<file path="src/rtl/prom_pattern_sequencer_pkg.sv">
// Shared constants and state type for the PROM pattern sequencer.
// Word layout: bits [31:0] pattern, bits [35:32] duration code.
package prom_seq_pkg;

  localparam int DEF_ADDR_W     = 7;
  localparam int DEF_DATA_W     = 36;
  localparam int DEF_PRESCALE_W = 24;

  localparam int DUR_MSB = 35;
  localparam int DUR_LSB = 32;
  localparam int DUR_W   = DUR_MSB - DUR_LSB + 1;
  localparam int PAT_W   = 32;

  typedef enum logic [1:0] {
    IDLE,
    FETCH,
    LATCH,
    HOLD
  } seq_state_t;

endpackage

</file>
<file path="src/rtl/prom_pattern_sequencer_timer.sv">
// Hold-time timer: a tick prescaler feeding a repeat counter.
// Expires on the last tick of the last repeat of the current entry.
module prom_seq_timer
  import prom_seq_pkg::*;
#(
  parameter int PRESCALE_W = DEF_PRESCALE_W
) (
  input  logic                  clk,
  input  logic                  rst_n,
  input  logic                  load,
  input  logic                  en,
  input  logic [PRESCALE_W-1:0] prescale,
  input  logic [DUR_W-1:0]      dur,
  output logic                  expire
);

  logic [PRESCALE_W-1:0] tick_q, tick_d;
  logic [DUR_W-1:0]      rep_q, rep_d;
  logic [DUR_W-1:0]      dur_q, dur_d;

  always_comb begin
    tick_d = tick_q;
    rep_d  = rep_q;
    dur_d  = dur_q;
    if (load) begin
      tick_d = '0;
      rep_d  = '0;
      dur_d  = dur;
    end else if (en) begin
      if (tick_q == prescale) begin
        tick_d = '0;
        rep_d  = rep_q + DUR_W'(1);
      end else begin
        tick_d = tick_q + PRESCALE_W'(1);
      end
    end
  end

  assign expire = en && (tick_q == prescale) && (rep_q == dur_q);

  always_ff @(posedge clk or negedge rst_n) begin
    if (!rst_n) begin
      tick_q <= '0;
      rep_q  <= '0;
      dur_q  <= '0;
    end else begin
      tick_q <= tick_d;
      rep_q  <= rep_d;
      dur_q  <= dur_d;
    end
  end

endmodule

</file>
<file path="src/rtl/prom_pattern_sequencer.sv">
// Walks a programmable PROM address window and drives four LED banks.
// Optional macro PROM_SEQ_BLANK_EN blanks the banks while IDLE.
module prom_pattern_sequencer
  import prom_seq_pkg::*;
#(
  parameter int ADDR_W     = DEF_ADDR_W,
  parameter int DATA_W     = DEF_DATA_W,
  parameter int PRESCALE_W = DEF_PRESCALE_W
) (
  input  logic                  clk,
  input  logic                  rst_n,
  input  logic                  start,
  input  logic                  stop,
  input  logic                  loop_en,
  input  logic [ADDR_W-1:0]     first_addr,
  input  logic [ADDR_W-1:0]     last_addr,
  input  logic [PRESCALE_W-1:0] prescale,
  output logic [ADDR_W-1:0]     mem_addr,
  input  logic [DATA_W-1:0]     mem_dout,
  output logic [7:0]            bank0,
  output logic [7:0]            bank1,
  output logic [7:0]            bank2,
  output logic [7:0]            bank3,
  output logic                  busy,
  output logic                  done
);

  seq_state_t            state_q, state_d;
  logic [ADDR_W-1:0]     mem_addr_q, mem_addr_d;
  logic [PAT_W-1:0]      pattern_q, pattern_d;
  logic                  busy_q, busy_d;
  logic                  done_q, done_d;
  logic [ADDR_W-1:0]     first_q, first_d;
  logic [ADDR_W-1:0]     last_q, last_d;
  logic [PRESCALE_W-1:0] prescale_q, prescale_d;
  logic                  loop_q, loop_d;
  logic                  expire;
  logic [PAT_W-1:0]      pattern_vis;

  prom_seq_timer #(
    .PRESCALE_W(PRESCALE_W)
  ) u_timer (
    .clk     (clk),
    .rst_n   (rst_n),
    .load    (state_q == LATCH),
    .en      (state_q == HOLD),
    .prescale(prescale_q),
    .dur     (mem_dout[DUR_MSB:DUR_LSB]),
    .expire  (expire)
  );

  // stop beats start; start from any state restarts the window
  always_comb begin
    state_d    = state_q;
    mem_addr_d = mem_addr_q;
    pattern_d  = pattern_q;
    done_d     = 1'b0;
    first_d    = first_q;
    last_d     = last_q;
    prescale_d = prescale_q;
    loop_d     = loop_q;
    if (stop) begin
      state_d = IDLE;
    end else if (start) begin
      first_d    = first_addr;
      last_d     = last_addr;
      prescale_d = prescale;
      loop_d     = loop_en;
      mem_addr_d = first_addr;
      state_d    = FETCH;
    end else begin
      case (state_q)
        FETCH: state_d = LATCH;
        LATCH: begin
          pattern_d = mem_dout[PAT_W-1:0];
          state_d   = HOLD;
        end
        HOLD: begin
          if (expire) begin
            if (mem_addr_q != last_q) begin
              mem_addr_d = mem_addr_q + ADDR_W'(1);
              state_d    = FETCH;
            end else if (loop_q) begin
              mem_addr_d = first_q;
              state_d    = FETCH;
            end else begin
              done_d  = 1'b1;
              state_d = IDLE;
            end
          end
        end
        default: state_d = state_q;
      endcase
    end
    busy_d = (state_d != IDLE);
  end

  always_ff @(posedge clk or negedge rst_n) begin
    if (!rst_n) begin
      state_q    <= IDLE;
      mem_addr_q <= '0;
      pattern_q  <= '0;
      busy_q     <= 1'b0;
      done_q     <= 1'b0;
      first_q    <= '0;
      last_q     <= '0;
      prescale_q <= '0;
      loop_q     <= 1'b0;
    end else begin
      state_q    <= state_d;
      mem_addr_q <= mem_addr_d;
      pattern_q  <= pattern_d;
      busy_q     <= busy_d;
      done_q     <= done_d;
      first_q    <= first_d;
      last_q     <= last_d;
      prescale_q <= prescale_d;
      loop_q     <= loop_d;
    end
  end

`ifdef PROM_SEQ_BLANK_EN
  assign pattern_vis = (state_q == IDLE) ? '0 : pattern_q;
`else
  assign pattern_vis = pattern_q;
`endif

  assign mem_addr = mem_addr_q;
  assign busy     = busy_q;
  assign done     = done_q;
  assign bank0    = pattern_vis[7:0];
  assign bank1    = pattern_vis[15:8];
  assign bank2    = pattern_vis[23:16];
  assign bank3    = pattern_vis[31:24];

endmodule

</file>
<file path="config.mk">
export PLATFORM = sky130hd
export DESIGN_NAME = prom_pattern_sequencer
export DESIGN_NICKNAME = d
export VERILOG_FILES = /design/src/rtl/prom_pattern_sequencer_pkg.sv /design/src/rtl/prom_pattern_sequencer_timer.sv /design/src/rtl/prom_pattern_sequencer.sv
export SDC_FILE = /design/constraint.sdc
export NUM_CORES = 1
export LEC_CHECK = 0
export BUFFER_PORTS_ARGS = -buffer_cell sky130_fd_sc_hd__buf_2
export CORE_MARGIN = 5
export CORE_UTILIZATION = 30
export DETAILED_ROUTE_END_ITERATION = 10
export PLACE_DENSITY_LB_ADDON = 0.1
export SYNTH_ARGS = -nofsm -noshare
export SYNTH_HDL_FRONTEND = slang
export SYNTH_SLANG_ARGS = --single-unit
</file>
<file path="constraint.sdc">
create_clock -name clk -period 2.5 [get_ports clk]
set_input_delay 0.25 -clock clk [delete_from_list [all_inputs] [get_ports clk]]
set_output_delay 0.25 -clock clk [all_outputs]
set_load 0.01 [all_outputs]
</file>
==> metrics.cfg <==
[status]
outcome=completed

[drt]
vias=4084
wl_um=14000
drt-wirelength-per-cell_um=15.8
ant_nets=0
drt_iter0_drc=282
drc=0
viasPerCell=4.63
dr.pass1.iters=4

[timing]
report.final.slew_viol_count=0
relSlewSlack=0.515
rsz0062_at_grt=no
final-setup-viol-count=0
fin_setup_tns_ns=0
fin_crit_sh=0.878
hold_viol=0
fmax_mhz=455
fin_hold_ws_ns=0.0281
worstMarginPinSlew_ns=0.727
fin_crit_ns=2.20
fin_skew_ns=0.00846

[setup_path]
cp_data_required_time_ns=2.78
worstSetupPathType=register to register
startpoint=u_timer.tick_q[4]$_DFFE_PN0P_
r2r_setup_slack_ns=0.30
critical_path_arrival_ns=2.47
startpoint_type=register
slowest_stage=nor4_4
crit_path_max_incr_delay_ns=0.49
reg2reg_to=mem_addr[6]$_DFFE_PN0P_
end_kind=register
cp_max_fo=7
ff2ff_path_depth=6
rr_startpoint=u_timer.tick_q[4]$_DFFE_PN0P_
path_cells=xnor2_1 -> nand4_1 -> nor4_4 -> nand4_2 -> mux2i_1 -> a21oi_1
crit_end=mem_addr[6]$_DFFE_PN0P_

[floorplanning]
die_y_um=144
die_area_sq_um=20600
num_rows=48
start_util=0.307
pin_count=120
die_w_um=144
core-area_sq_um=17400

[logic_synthesis]
synth_top_area_frac=0.533
synthCells=519
synth_compound_area_frac=0.0612
synth_warnings=0
synth_fa_ha_area_frac=0.00701
synth_top_family_by_area=simple AND/OR/NAND/NOR gates
yosysUniqueCellTypes=42
avgSynthCellArea_sq_um=10.3
muxShareOfSynthArea=0.107
synth_async_sr_flop_share=1.00
synth_top_cell_by_area=dfrtp_1
synth_nets=601
synth_seq_cells=114
netlist_area_sq_um=5350
synth_area_leaders=dfrtp_1 (53%), nand2_1 (8.8%), mux2_2 (8.0%)
ys_seq_area_frac=0.533
synthXorXnorAreaFrac=0.0867
synth-main-ff-cell=dfrtp_1
synth_edf_count=0
synth_simple_gate_area_share=0.177

[cells_and_area]
layout_commonest_cell=nand2_1
synthToLayoutAreaGrowth_pct=27.4
final_area_sq_um=6820
utilization=0.392
antenna_cells=0
nNetsFinal=729
ff_latch_area_sq_um=2850
drive_above_1_share=0.318
multi_input_area_sq_um=2360
fillCellCount=1766
layout_common_cells=nand2_1 (126), buf_2 (118), dfrtp_1 (114)

[placement]
portBuffers=119
detailed_place_hpwl_um=10100
routabilityCongestion=0.781
postPlaceCellArea_sq_um=6280

[grt]
antenna_found_initial=0
overflow=0
first_global_vias=4287
grt_max_degree=44
grt_util_all_layers=0.145
grt_pass1_wl_um=23100

[clock_tree]
htree_levels=4
cts.sinks=114
cts_resized=0
clock_latency_ns=0.41
tritoncts=done
post_cts_buffers=0
clk_pin_slew_ns=0.05
cts_root_buffer=clkbuf_16
cts_max_path_buffers=2
cts_buffers=17

[min_path]
hold_class=input port to register
worstHoldStart=prescale[6]

[power_and_ir_drop]
peakVddDrop_uv=476
finalPower_mw=5.36
powerDensity_nw_per_um2=785
leakage_nw=3.31

[job]
cap_viol_max_count=0

[metal layers]
metal | track usage | up-vias | wire length [um]
met1 | 0.199 | 1985 | 6700
met5 | 0 | - | 0
met4 | 0.0515 | 0 | 210
li1 | - | 2011 | -
met2 | 0.223 | 71 | 6600
met3 | 0.0353 | 17 | 473
[worst min-delay path by stage]
stage               cells past startpoint                        end  slack (ns)
floorplan                               0             busy$_DFF_PN0_       -0.05
global placement                        1  pattern_q[12]$_DFFE_PN0P_        0.13
detailed placement                      1  pattern_q[12]$_DFFE_PN0P_        0.13
CTS                                     3      last_q[2]$_DFFE_PN0P_       0.008
global route                            3      last_q[2]$_DFFE_PN0P_        0.02
finish                                  3  prescale_q[6]$_DFFE_PN0P_        0.03
[kinds of logic after synthesis]
kind of cell             after synthesis
AO/OA/AOI/OAI                         53
XOR/XNOR                              53
adder cells (fa/ha/maj)                3
buffers and inverters                 37
flip-flops                           114
multiplexers                          52
AND/OR/NAND/NOR                      207
[Yosys cell counts (all sizes together) (2+ instances only)]
library cell	n
nand2	126
dfrtp	114
xnor2	44
mux2	41
nor2	32
a21oi	15
clkbuf	15
nand3	15
nand4	12
inv	11
mux2i	11
o21ai	11
buf	9
xor2	9
a31oi	7
and3	7
o22ai	7
a41oi	5
nor3	4
nor4	4
and2	3
ha	3
clkinv	2
o31ai	2
or2	2
[critical path, delay by kind of cell (launching register included)]
kind                      cells  cell delay [ns]
and+or+nand+nor               3             1.05
DFF                           1             0.45
muxes                         1             0.26
xor gates and xnor gates      1             0.21
AOI/OAI and AO/OA             1             0.09
[what timing repair did]
item / CTS / global route
hold buffers: 1 / 0
endpoints found under the setup margin: 0 / 12
endpoints found under the hold margin: 13 / 0
[power breakdown]
| group | internal [mW] | switching (mW) | total [mW] |
|---|---|---|---|
| combinational | 0.439 | 0.442 | 0.881 |
| sequential | 2.11 | 0.193 | 2.30 |
| clock | 1.38 | 0.801 | 2.18 |
[through the flow]
stage          setup WS (ns)  std cells
6_report               0.304        883
5_1_grt               0.0492        883
4_1_cts                0.168        883
3_5_place_dp           0.188        852
3_3_place_gp           0.247        852
2_1_floorplan          0.660        519
[registers in the layout (all words and copies together) (netlist names)]
signal and cells:
prescale_q 24, loop_q 1, busy 1, last_q 7, u_timer.dur_q 4, state_q 2
mem_addr 7, first_q 7, pattern_q 32, u_timer.tick_q 24, u_timer.rep_q 4, done 1
[layout make-up]
| cell class | count | area share |
|---|---|---|
| Sequential cell | 114 | 0.418 |
| Multi-Input combinational cell | 368 | 0.346 |
| Timing Repair Buffer | 133 | 0.109 |
| Clock buffer | 25 | 0.0741 |
| Tap cell | 225 | 0.0413 |
| Inverter | 13 | 0.00715 |
| Clock inverter | 5 | 0.00403 |
Power figures use the tool's default switching activity.
